$ cat src/rtl/pwm_bank.sv
// pwm_bank: bank of PWM channels sharing one period counter, with shadow
// duty/period registers that reach the comparators only at the period wrap.
module pwm_bank #(
   parameter int CHANNELS = 4,
   parameter int WIDTH = 8,
   localparam int CW = CHANNELS > 1 ? $clog2(CHANNELS) : 1
) (
   input  logic                ck,
   input  logic                rst,
   input  logic                duty_we,
   input  logic [CW-1:0]       duty_ch,
   input  logic [WIDTH-1:0]    duty_val,
   input  logic                per_we,
   input  logic [WIDTH-1:0]    per_val,
   output logic [CHANNELS-1:0] pwm_out,
   output logic                cycle_start
);
   logic [WIDTH-1:0] cnt_q, cnt_d;
   logic [WIDTH-1:0] per_sh_q, per_sh_d, per_act_q, per_act_d;
   logic [WIDTH-1:0] duty_sh_q [CHANNELS];
   logic [WIDTH-1:0] duty_sh_d [CHANNELS];
   logic [WIDTH-1:0] duty_act_q [CHANNELS];
   logic [WIDTH-1:0] duty_act_d [CHANNELS];
   logic [CHANNELS-1:0] pwm_q, pwm_d;
   logic cs_q, cs_d, wrap;

   always_comb begin
      wrap = cnt_q == per_act_q;
      cnt_d = wrap ? '0 : cnt_q + WIDTH'(1);
      per_sh_d = per_we ? per_val : per_sh_q;
      // actives take the pre-write shadows, so a write on the wrap edge waits a period
      per_act_d = wrap ? per_sh_q : per_act_q;
      cs_d = cnt_q == '0;
      pwm_d = '0;
      for (int i = 0; i < CHANNELS; i++) begin
         duty_sh_d[i] = (duty_we && duty_ch == CW'(i)) ? duty_val : duty_sh_q[i];
         duty_act_d[i] = wrap ? duty_sh_q[i] : duty_act_q[i];
         pwm_d[i] = cnt_q < duty_act_q[i];
      end
   end

   always_ff @(posedge ck) begin
      if (rst) begin
         cnt_q <= '0;
         per_sh_q <= '1;
         per_act_q <= '1;
         duty_sh_q <= '{default: '0};
         duty_act_q <= '{default: '0};
         pwm_q <= '0;
         cs_q <= 1'b0;
      end else begin
         cnt_q <= cnt_d;
         per_sh_q <= per_sh_d;
         per_act_q <= per_act_d;
         duty_sh_q <= duty_sh_d;
         duty_act_q <= duty_act_d;
         pwm_q <= pwm_d;
         cs_q <= cs_d;
      end
   end

   assign pwm_out = pwm_q;
   assign cycle_start = cs_q;
endmodule
$ cat config.mk
export PLATFORM = sky130hd
export DESIGN_NAME = pwm_bank
export DESIGN_NICKNAME = d
export VERILOG_FILES = /design/src/rtl/pwm_bank.sv
export SDC_FILE = /design/constraint.sdc
export NUM_CORES = 1
export LEC_CHECK = 0
export ABC_AREA = 1
export ABC_CLOCK_PERIOD_IN_PS = 1600
export BUFFER_PORTS_ARGS = -buffer_cell sky130_fd_sc_hd__buf_2
export CAP_MARGIN = 10
export CORE_MARGIN = 10
export CORE_UTILIZATION = 60
export DETAILED_ROUTE_END_ITERATION = 12
export GPL_TIMING_DRIVEN = 0
export PLACE_DENSITY = 0.91
export SYNTH_ARGS = -nofsm -noshare
export SYNTH_HDL_FRONTEND = slang
export SYNTH_SLANG_ARGS = --single-unit
$ cat constraint.sdc
create_clock -name ck -period 1.6 [get_ports ck]
set_input_delay 0.48 -clock ck [delete_from_list [all_inputs] [get_ports ck]]
set_output_delay 0.48 -clock ck [all_outputs]
set_load 0.05 [all_outputs]
==> impl_metrics.tcl <==
set metrics [dict create \
    status "finished, final reports clean" \
    reg2reg_to "duty_act_q[7]" \
    dp_hpwl_mm 7.40 \
    slew_headroom_pct 70.3 \
    io_pins 27 \
    drt_iter0_markers 204 \
    nNetsFinal 695 \
    crit_fanout 10 \
    ys_seq_area_share_pct 42.5 \
    ant_nets 0 \
    core_area_um2 7180 \
    critPathLaunchType "register" \
    cts_buffers 9 \
    die_width_um 105 \
    leakage_nw 2.18 \
    num_rows 31 \
    grt_max_degree 18 \
    ys_seq_elements 93 \
    post_drt_wl_per_cell_um 13.2 \
    root_buffer "clkbuf_8" \
    hold_path_end "per_sh_q[4]" \
    post-place-ws_ns -0.0942 \
    clock_sinks 93 \
    cp-startpoint "cnt_q[1]" \
    synth_cell_types 23 \
    min_period_over_period_pct 95.1 \
    grt_setup_unrepaired "false" \
    fin_skew_ns 0.00787 \
    clk_path_buf_depth 2 \
    r2r_start "cnt_q[1]" \
    cp.required_ns 1.86 \
    crit_buf_inv 1 \
    place.gp.congestion 0.850 \
    yosys_warnings 0 \
    finalSetupViolations 0 \
    syn_nets 652 \
    grt_pass1_vias 3791 \
    maxSlewViolCount 0 \
    reg2reg_slack_ns 0.08 \
    worst_slack_ns 0.0779 \
    vdd_drop_max_mv 0.753 \
    clock.fmax_mhz 657 \
    antenna_found_initial 0 \
    synthesis.area_um2 4380 \
    grt_usage_pct 17.6 \
    hp-class "in -> reg" \
    drive_gt1_share_pct 12.8 \
    cp_slowest_cell "dfxtp_2" \
    die_h_um 105 \
    synth_cells 600 \
    drt_pre_antenna_iters 5 \
    crit_type "reg -> reg" \
    synthToLayoutAreaGrowth_pct 11.9 \
    cts_tree "built" \
    path_delay_family "simple AND/OR/NAND/NOR gates" \
    maxCapViolations 0 \
    clk_pin_slew_ns 0.10 \
    io_buffers 25 \
    p_per_area_nw_per_um2 868 \
    worstMarginPinSlew_ns 0.446 \
    grt-ovfl-total 0 \
    crit_chain "xnor2_1 > nand2_1 > nor2_4 > buf_6 > nand3_1 > nand2_1 > nor2_1" \
    finalHoldViolCount 0 \
    crit_top_cell "nand2_1" \
    whs_path_depth 3 \
    final_area_um2 4900 \
    dpl_cell_area_um2 4630 \
    hold_start "per_val[4]" \
    min_period_ns 1.52 \
    n_antenna_cell 0 \
    worst_setup_path_end_kind "register" \
    start_util_pct 61.0 \
    synth_area_per_cell_um2 7.30 \
    htree_num_levels 3 \
    worstPathArrival_ns 1.78 \
    drc 0 \
    via_count 3848 \
    clk_latency_ns 0.37 \
    vias_per_cell 5.15 \
    reg2reg_depth 7 \
    grt_pass1_wl_mm 16.4 \
    wl_mm 9.87 \
    dieArea_um2 11100 \
    max_stage_delay_ns 0.48 \
]
## cells in the mapped netlist
| master | number | area [um2] |
|---|---|---|
| nand2_1 | 112 | 420 |
| dfxtp_1 | 93 | 1860 |
| nor2_1 | 86 | 323 |
| inv_1 | 77 | 289 |
| nand3_1 | 62 | 310 |
| a21oi_1 | 45 | 225 |
| o21ai_0 | 36 | 180 |
| ha_1 | 30 | 375 |
| inv_2 | 9 | 33.8 |
| clkbuf_1 | 8 | 30.0 |
| nand4_1 | 8 | 50.1 |
| buf_6 | 7 | 78.8 |
| buf_1 | 5 | 18.8 |
| xor2_1 | 5 | 43.8 |
| buf_4 | 4 | 30.0 |
| nor2_4 | 3 | 33.8 |
| nand2_2 | 2 | 12.5 |
| nor2_2 | 2 | 12.5 |
| xnor2_1 | 2 | 17.5 |
| nand2_4 | 1 | 11.3 |
| nand3b_1 | 1 | 7.51 |
| nor3_1 | 1 | 5.00 |
| o211ai_1 | 1 | 7.51 |
## worst register-to-register path: cells and delay by family (launching register included)
family / cells / cell delay [ns]
xor gates and xnor gates: 1 / 0.17
and+or+nand+nor: 5 / 0.59
DFF: 1 / 0.48
buffers and inverters: 1 / 0.18
## registers in the layout (all words and copies together) (netlist names)
signal       count
pwm_out          4
cnt_q            8
per_sh_q         8
duty_act_q      32
duty_sh_q       32
cycle_start      1
per_act_q        8
## stage by stage
stage                     util, %  hold slack [ns]  TNS (ns)  instances  total power, mW
final                        68.3            0.320         0        747             4.25
after global routing         68.3            0.321         0        747             4.43
after CTS                    67.1            0.308         0        740             4.29
after detailed placement     64.5            0.447     -2.61        724             2.84
after global placement       64.5            0.442    -0.511        724             2.82
after floorplan                 -            0.430         0        600             2.72
## logic make-up (layout without fill, tap and decap cells)
group | Yosys count | after routing | share of synthesized area [%]
AND/OR/NAND/NOR | 278 | 278 | 27.1
flip-flops | 93 | 93 | 42.5
XOR/XNOR | 7 | 7 | 1.40
buffers and inverters | 110 | 158 | 11.0
adder cells (fa/ha/maj) | 30 | 30 | 8.57
AO/OA/AOI/OAI | 82 | 82 | 9.43
## placed cells by master (no fill, tap or decap), types with 2 or more instances in the layout
master    count
nand4_1       8
buf_2        26
nor2_2        2
xnor2_1       2
inv_6         3
clkinv_2      2
clkbuf_1      8
buf_4         5
nor2_4        3
dfxtp_1      86
dfxtp_4       3
dfxtp_2       4
nand3_1      62
inv_2         9
xor2_1        5
buf_6        11
ha_1         30
nand2_1     112
buf_1         5
nand2_2       2
clkbuf_8      9
a21oi_1      45
nor2_1       86
inv_1        77
o21ai_0      36
## final cells by class
| class | count | area [um2] |
|---|---|---|
| fillers | 616 | 2280 |
| multi-input cells | 397 | 2040 |
| flip-flops and latches | 93 | 1880 |
| inverters | 86 | 323 |
| repair buffers | 32 | 188 |
| plain buffers | 24 | 173 |
| clock buffers | 9 | 124 |
| well taps | 99 | 124 |
| clock inverters | 7 | 55.1 |
## worst max-delay path by stage
stage                          end  cells past startpoint  slack, ns
CTS                  duty_act_q[7]                     10      0.003
finish               duty_act_q[7]                      7       0.08
detailed placement  duty_act_q[16]                     10      -0.09
global placement     duty_act_q[6]                     10      -0.04
global route         duty_act_q[7]                      9      0.003
floorplan           duty_act_q[26]                     10       0.28
## timing repair
item                                    in CTS  in global routing
gates cloned                                 0                  1
endpoints found under the setup margin      48                 46
buffers inserted                             0                  6
pin swaps                                    0                  1
hold buffers                                 0                  0
gates resized for setup                      7                  7
## report_power, final
group          switching [mW]  internal, mW
logic                   0.244         0.120
registers              0.0395          2.38
clock network           0.881         0.587
total                    1.16          3.09
## layer usage
metal	global-route usage (%)	vias up	routed length, um
met4	7.45	0	211
met1	20.0	1752	4250
met2	31.2	85	5010
li1	-	1988	-
met5	0	-	0
met3	3.90	23	405
Power figures use the tool's default switching activity.
